$ cat config.mk
export PLATFORM = sky130hd
export DESIGN_NAME = dcache_mem_controller
export DESIGN_NICKNAME = d
export VERILOG_FILES = /design/src/rtl/dcache_mem_controller.sv
export SDC_FILE = /design/constraint.sdc
export NUM_CORES = 2
export LEC_CHECK = 0
export BUFFER_PORTS_ARGS = -buffer_cell sky130_fd_sc_hd__buf_2
export CAP_MARGIN = 0
export CORE_ASPECT_RATIO = 0.9
export CORE_MARGIN = 2
export CORE_UTILIZATION = 32
export DETAILED_ROUTE_END_ITERATION = 10
export PLACE_DENSITY_LB_ADDON = 0.12
export REMOVE_ABC_BUFFERS = 1
export SYNTH_ARGS = -nofsm -noshare
export SYNTH_HDL_FRONTEND = slang
export SYNTH_SLANG_ARGS = --single-unit
$ cat constraint.sdc
create_clock -name clk -period 28.1 [get_ports clk]
set_clock_uncertainty 0.15 [all_clocks]
set_input_delay 0 -clock clk [delete_from_list [all_inputs] [get_ports clk]]
set_output_delay 0 -clock clk [all_outputs]
set_load 0.03 [all_outputs]
$ cat src/rtl/dcache_mem_controller.sv
// Arbitrates dcache controller-side read/write requests onto NUM_CHANNELS memory channels,
// one outstanding request per channel, relaying each memory response back to its consumer.
module dcache_mem_controller #(
  parameter int ADDR_BITS     = 8,
  parameter int DATA_BITS     = 8,
  parameter int NUM_CONSUMERS = 8,
  parameter int NUM_CHANNELS  = 8
) (
  input  logic                                     clk,
  input  logic                                     reset,
  input  logic [NUM_CONSUMERS-1:0]                 consumer_read_valid,
  input  logic [NUM_CONSUMERS-1:0][ADDR_BITS-1:0]  consumer_read_address,
  output logic [NUM_CONSUMERS-1:0]                 consumer_read_ready,
  output logic [NUM_CONSUMERS-1:0][DATA_BITS-1:0]  consumer_read_data,
  input  logic [NUM_CONSUMERS-1:0]                 consumer_write_valid,
  input  logic [NUM_CONSUMERS-1:0][ADDR_BITS-1:0]  consumer_write_address,
  input  logic [NUM_CONSUMERS-1:0][DATA_BITS-1:0]  consumer_write_data,
  output logic [NUM_CONSUMERS-1:0]                 consumer_write_ready,
  output logic [NUM_CHANNELS-1:0]                  mem_read_valid,
  output logic [NUM_CHANNELS-1:0][ADDR_BITS-1:0]   mem_read_address,
  input  logic [NUM_CHANNELS-1:0]                  mem_read_ready,
  input  logic [NUM_CHANNELS-1:0][DATA_BITS-1:0]   mem_read_data,
  output logic [NUM_CHANNELS-1:0]                  mem_write_valid,
  output logic [NUM_CHANNELS-1:0][ADDR_BITS-1:0]   mem_write_address,
  output logic [NUM_CHANNELS-1:0][DATA_BITS-1:0]   mem_write_data,
  input  logic [NUM_CHANNELS-1:0]                  mem_write_ready
);

  localparam int CW = (NUM_CONSUMERS > 1) ? $clog2(NUM_CONSUMERS) : 1;

  typedef enum logic [2:0] {
    IDLE,
    READ_WAIT,
    WRITE_WAIT,
    READ_RELAY,
    WRITE_RELAY
  } ch_state_e;

  ch_state_e                               state_q [NUM_CHANNELS];
  ch_state_e                               state_d [NUM_CHANNELS];
  logic [CW-1:0]                           cons_q  [NUM_CHANNELS];
  logic [CW-1:0]                           cons_d  [NUM_CHANNELS];
  logic [NUM_CONSUMERS-1:0]                claim_q, claim_d;
  logic [CW-1:0]                           rr_ptr, rr_ptr_d;

  logic [NUM_CONSUMERS-1:0]                consumer_read_ready_d;
  logic [NUM_CONSUMERS-1:0][DATA_BITS-1:0] consumer_read_data_d;
  logic [NUM_CONSUMERS-1:0]                consumer_write_ready_d;
  logic [NUM_CHANNELS-1:0]                 mem_read_valid_d;
  logic [NUM_CHANNELS-1:0][ADDR_BITS-1:0]  mem_read_address_d;
  logic [NUM_CHANNELS-1:0]                 mem_write_valid_d;
  logic [NUM_CHANNELS-1:0][ADDR_BITS-1:0]  mem_write_address_d;
  logic [NUM_CHANNELS-1:0][DATA_BITS-1:0]  mem_write_data_d;

  always_ff @(posedge clk or negedge reset) begin
    if (!reset) begin
      for (int ch = 0; ch < NUM_CHANNELS; ch++) begin
        state_q[ch] <= IDLE;
        cons_q[ch]  <= '0;
      end
      claim_q              <= '0;
      rr_ptr               <= '0;
      consumer_read_ready  <= '0;
      consumer_read_data   <= '0;
      consumer_write_ready <= '0;
      mem_read_valid       <= '0;
      mem_read_address     <= '0;
      mem_write_valid      <= '0;
      mem_write_address    <= '0;
      mem_write_data       <= '0;
    end else begin
      state_q              <= state_d;
      cons_q               <= cons_d;
      claim_q              <= claim_d;
      rr_ptr               <= rr_ptr_d;
      consumer_read_ready  <= consumer_read_ready_d;
      consumer_read_data   <= consumer_read_data_d;
      consumer_write_ready <= consumer_write_ready_d;
      mem_read_valid       <= mem_read_valid_d;
      mem_read_address     <= mem_read_address_d;
      mem_write_valid      <= mem_write_valid_d;
      mem_write_address    <= mem_write_address_d;
      mem_write_data       <= mem_write_data_d;
    end
  end

  always_comb begin
    logic [NUM_CONSUMERS-1:0] taken;
    logic                     found;
    logic [CW-1:0]            sel;
    logic [CW-1:0]            idx;
    logic [CW-1:0]            c;

    state_d                = state_q;
    cons_d                 = cons_q;
    claim_d                = claim_q;
    rr_ptr_d               = rr_ptr;
    consumer_read_ready_d  = consumer_read_ready;
    consumer_read_data_d   = consumer_read_data;
    consumer_write_ready_d = consumer_write_ready;
    mem_read_valid_d       = mem_read_valid;
    mem_read_address_d     = mem_read_address;
    mem_write_valid_d      = mem_write_valid;
    mem_write_address_d    = mem_write_address;
    mem_write_data_d       = mem_write_data;
    // Registered claims plus claims made by lower-index channels this cycle; releases
    // only take effect next cycle, so a freed consumer/channel is never re-granted same-edge.
    taken = claim_q;
    found = 1'b0;
    sel   = '0;
    idx   = '0;
    c     = '0;

    for (int ch = 0; ch < NUM_CHANNELS; ch++) begin
      c = cons_q[ch];
      case (state_q[ch])
        IDLE: begin
          found = 1'b0;
          sel   = '0;
          for (int k = 0; k < NUM_CONSUMERS; k++) begin
            idx = CW'((int'(rr_ptr) + k) % NUM_CONSUMERS);
            if (!found && !taken[idx] &&
                (consumer_read_valid[idx] || consumer_write_valid[idx])) begin
              found = 1'b1;
              sel   = idx;
            end
          end
          if (found) begin
            taken[sel]   = 1'b1;
            claim_d[sel] = 1'b1;
            cons_d[ch]   = sel;
            rr_ptr_d     = CW'((int'(sel) + 1) % NUM_CONSUMERS);
            if (consumer_read_valid[sel]) begin
              state_d[ch]            = READ_WAIT;
              mem_read_valid_d[ch]   = 1'b1;
              mem_read_address_d[ch] = consumer_read_address[sel];
            end else begin
              state_d[ch]             = WRITE_WAIT;
              mem_write_valid_d[ch]   = 1'b1;
              mem_write_address_d[ch] = consumer_write_address[sel];
              mem_write_data_d[ch]    = consumer_write_data[sel];
            end
          end
        end
        READ_WAIT: begin
          if (mem_read_ready[ch]) begin
            state_d[ch]             = READ_RELAY;
            mem_read_valid_d[ch]    = 1'b0;
            consumer_read_ready_d[c] = 1'b1;
            consumer_read_data_d[c]  = mem_read_data[ch];
          end
        end
        WRITE_WAIT: begin
          if (mem_write_ready[ch]) begin
            state_d[ch]               = WRITE_RELAY;
            mem_write_valid_d[ch]     = 1'b0;
            consumer_write_ready_d[c] = 1'b1;
          end
        end
        READ_RELAY: begin
          if (!consumer_read_valid[c]) begin
            state_d[ch]              = IDLE;
            consumer_read_ready_d[c] = 1'b0;
            claim_d[c]               = 1'b0;
          end
        end
        WRITE_RELAY: begin
          if (!consumer_write_valid[c]) begin
            state_d[ch]               = IDLE;
            consumer_write_ready_d[c] = 1'b0;
            claim_d[c]                = 1'b0;
          end
        end
        default: state_d[ch] = IDLE;
      endcase
    end
  end

  // A consumer must hold its request while the memory access is in flight.
  for (genvar g = 0; g < NUM_CHANNELS; g++) begin : g_proto
    a_read_held: assert property (@(posedge clk) disable iff (!reset)
      (state_q[g] == READ_WAIT) |-> consumer_read_valid[cons_q[g]]);
    a_write_held: assert property (@(posedge clk) disable iff (!reset)
      (state_q[g] == WRITE_WAIT) |-> consumer_write_valid[cons_q[g]]);
  end

endmodule

==> results.md <==
### Outcome
• finished clean — result of the run

### Clock network
• 2 — total number of H-tree levels
• 0.70 ns — latest clock arrival within the worst-skew pair
• 347 — number of sinks handled by clock tree synthesis
• 3 — Clock Path Buffers
• yes — clock tree from TritonCTS
• clkbuf_16 — CTS Root Buffer Type
• 0.07 ns — CTS clock-pin slew for the worst setup and hold paths
• 49 — CTS Buf Count

### Cells and area
• 8690 sq um — register area
• 58,100 sq um — final cell area excluding filler cells
• 7,701 — final-stage net count
• 9,320 — Cell Count, Final, Fillers Out
• 34,400 sq um — area of the multi-input gates
• 16.3% — proportion of layout cells with a drive suffix above 1
• 26.4% — Area growth, synth to finish
• 14,796 — count of fill cells added during filler insertion

### Setup path
• buf_4 — Crit path top cell by count
• 58 — largest fanout of any net on the critical path
• 0.72 ns — Register-to-Register Setup Slack
• flip-flop — startpoint class of the critical path
• 28.50 ns — required time of the worst setup path
• 27.78 ns — critical path data arrival time
• 0.86 ns — delay of the slowest cell on the worst path
• o41ai_4 — cell type of the slowest stage on the worst timing path
• flip-flop — crit path capture type
• flip-flop to flip-flop — type of the worst setup path

### Synthesis
• 18.9% — share of the yosys chip area belonging to registers
• 100% — fraction of synthesis flops using an asynchronous set or reset pin
• 6,712 — number of cells produced by synthesis
• 45,900 sq um — cell area after synthesis
• 139 — count of cell types in the netlist
• 0 — Post-synth EDFFs
• 6.84 sq um — average cell area after synthesis
• 347 — number of flip-flops and latches in the synthesized netlist
• dfrtp_1 — library cell with the largest summed area after synthesis
• 1,245 x nand2_1, 665 x nor2_1, 578 x clkbuf_1 — Synth top cells by count
• nand2_1 — leading cell type by number of instances after synthesis
• 18.9% — Synth top area share
• dfrtp_1 19%, nand2_1 10%, mux2i_1 9.8% — dominant cells by area after synthesis
• dfrtp_1 — Main synth FF type
• 0 — number of warnings issued by yosys

### Drt
• 8,505 — Iteration-0 DRC Markers
• 299,000 microns — aggregate routed wire length
• 0 — post-route ant nets
• 60,612 — routed via count
• 0 — DRC violation count after routing
• 6.50 — average vias per placed instance
• 8 — first-pass detailed-route iteration total
• 32.1 microns — average wire per standard cell

### Die
• 142,000 sq um — core outline area
• 363 microns — Die Height
• 131 — standard-cell rows
• 403 microns — overall die width
• 147,000 sq um — die area
• 578 — io pins
• 32.3% — effective utilization at floorplan

### STA
• 27.38 ns — crit path time final
• 36.5 MHz — maximum clock frequency
• 97.4% — Period Utilization, post-route
• 0 — Hold Violations, Final
• 1.33 ns — actual transition at the worst max-transition pin
• 10.8% — Slew headroom
• 0 — total setup violations reported at the end of the flow
• no — setup repair after global routing missed its margin
• 0 — pins over their slew limit

### GRT
• 19 — number of antenna violations at the first check in global routing
• 418,000 microns — global-route wire length before repair
• 0 — overflow left after global routing
• 55,012 — vias in the first global route
• 126 — pin count of the biggest net entering global routing
• 38.7% — overall fraction of global-route tracks in use

### Place
• 50,100 sq um — Placed Area
• 8,593 — count of placed standard cells including taps
• 211,000 microns — detailed-placement wirelength estimate
• 577 — Port-buffer cells
• 1.09 — routability congestion estimate from global placement

### Run
• 0 — max-capacitance violation count

### Worst hold path
• input port to flip-flop — min-delay worst type

==> per-stage QoR <==
step | setup TNS, ns | utilization, % | setup WS, ns | hold slack [ns]
3_3_place_gp | 0 | 35.2 | 2.26 | -0.0919
5_1_grt | 0 | 40.8 | 0.0251 | 0.0529
4_1_cts | 0 | 40.8 | 1.43 | 0.00305
2_1_floorplan | -1552.37 | - | -23.65 | -0.446
6_report | 0 | 40.9 | 0.718 | 0.0258
3_5_place_dp | 0 | 35.2 | 2.60 | -0.101
==> final cells by class <==
class                           instances  area share [%]
Inverter                               44           0.284
Clock inverter                         21           0.386
Clock buffer                           69            2.41
Multi-Input combinational cell       5564            59.3
Antenna cell                           10          0.0431
Tap cell                             1862            4.01
Sequential cell                       347            15.0
Timing Repair Buffer                 1403            18.6
==> what timing repair did <==
action	in CTS	in global routing
setup endpoints to repair	0	5
setup buffers	0	0
hold buffers	626	0
hold endpoints to repair	550	0
resized for setup	0	8
==> layer usage <==
layer,track usage (%),vias to the layer above,part of all wire (%)
met5,0,-,0.028
met4,18.0,12,5.3
met3,10.0,741,12
met2,56.7,4101,42
met1,52.7,29678,41
li1,-,26080,-
==> placed cells by master, fill, tap and decap left out, drive strengths merged, types with 32 or more instances in the layout <==
cell type / n
mux2: 132
and3: 126
clkbuf: 69
and2: 115
o31ai: 34
or3: 32
dfrtp: 347
buf: 778
nor2: 670
mux2i: 455
nor3: 107
or2: 34
a22oi: 92
dlygate4sd3: 625
o21ai: 309
a21oi: 504
nand2: 1249
inv: 46
a31oi: 150
a311oi: 95
o22ai: 100
o211ai: 69
a211oi: 358
nand3: 334
==> logic make-up after synthesis <==
logic type               Yosys count  share of synthesized area, %
AO/OA/AOI/OAI                   2097                          31.6
adder cells (fa/ha/maj)            2                        0.0545
AND/OR/NAND/NOR                 2847                          28.1
XOR/XNOR                          14                         0.267
flip-flops                       347                          18.9
multiplexers                     603                          14.1
buffers and inverters            802                          6.97
==> worst max-delay path: cells and delay by family (launching register included) <==
family / cells / cell delay, ns
compound gates: 34 / 14.03
buf+inv: 9 / 3.88
flops: 1 / 0.64
mux: 5 / 1.16
simple gates: 20 / 7.17
==> sequential cells by signal, summed over array words and instances, names as in the netlist <==
signal / flops
mem_read_address: 64
mem_write_valid: 8
consumer_read_data: 64
mem_write_data: 64
consumer_write_ready: 8
rr_ptr: 3
mem_read_valid: 8
state_q: 24
mem_write_address: 64
consumer_read_ready: 8
cons_q: 24
claim_q: 8
==> path summary, 6_finish.rpt <==
| kind | from | cells past startpoint | endpoint |
|---|---|---|---|
| max in group asynchronous | reset | 6 | mem_read_address[14]$_DFFE_PN0P_ |
| worst max register to register | rr_ptr[0]$_DFF_PN0_ | 68 | mem_write_data[58]$_DFFE_PN0P_ |
| worst min-delay path | consumer_write_data[26] | 6 | mem_write_data[26]$_DFFE_PN0P_ |
| worst max-delay path | rr_ptr[0]$_DFF_PN0_ | 68 | mem_write_data[58]$_DFFE_PN0P_ |
| min in group asynchronous | reset | 4 | consumer_read_data[34]$_DFF_PN0_ |
| worst min register to register | mem_write_address[24]$_DFFE_PN0P_ | 2 | mem_write_address[24]$_DFFE_PN0P_ |
Power is not shown: default switching activity piles up to over one toggle a cycle in this logic, so the estimate is an artifact.
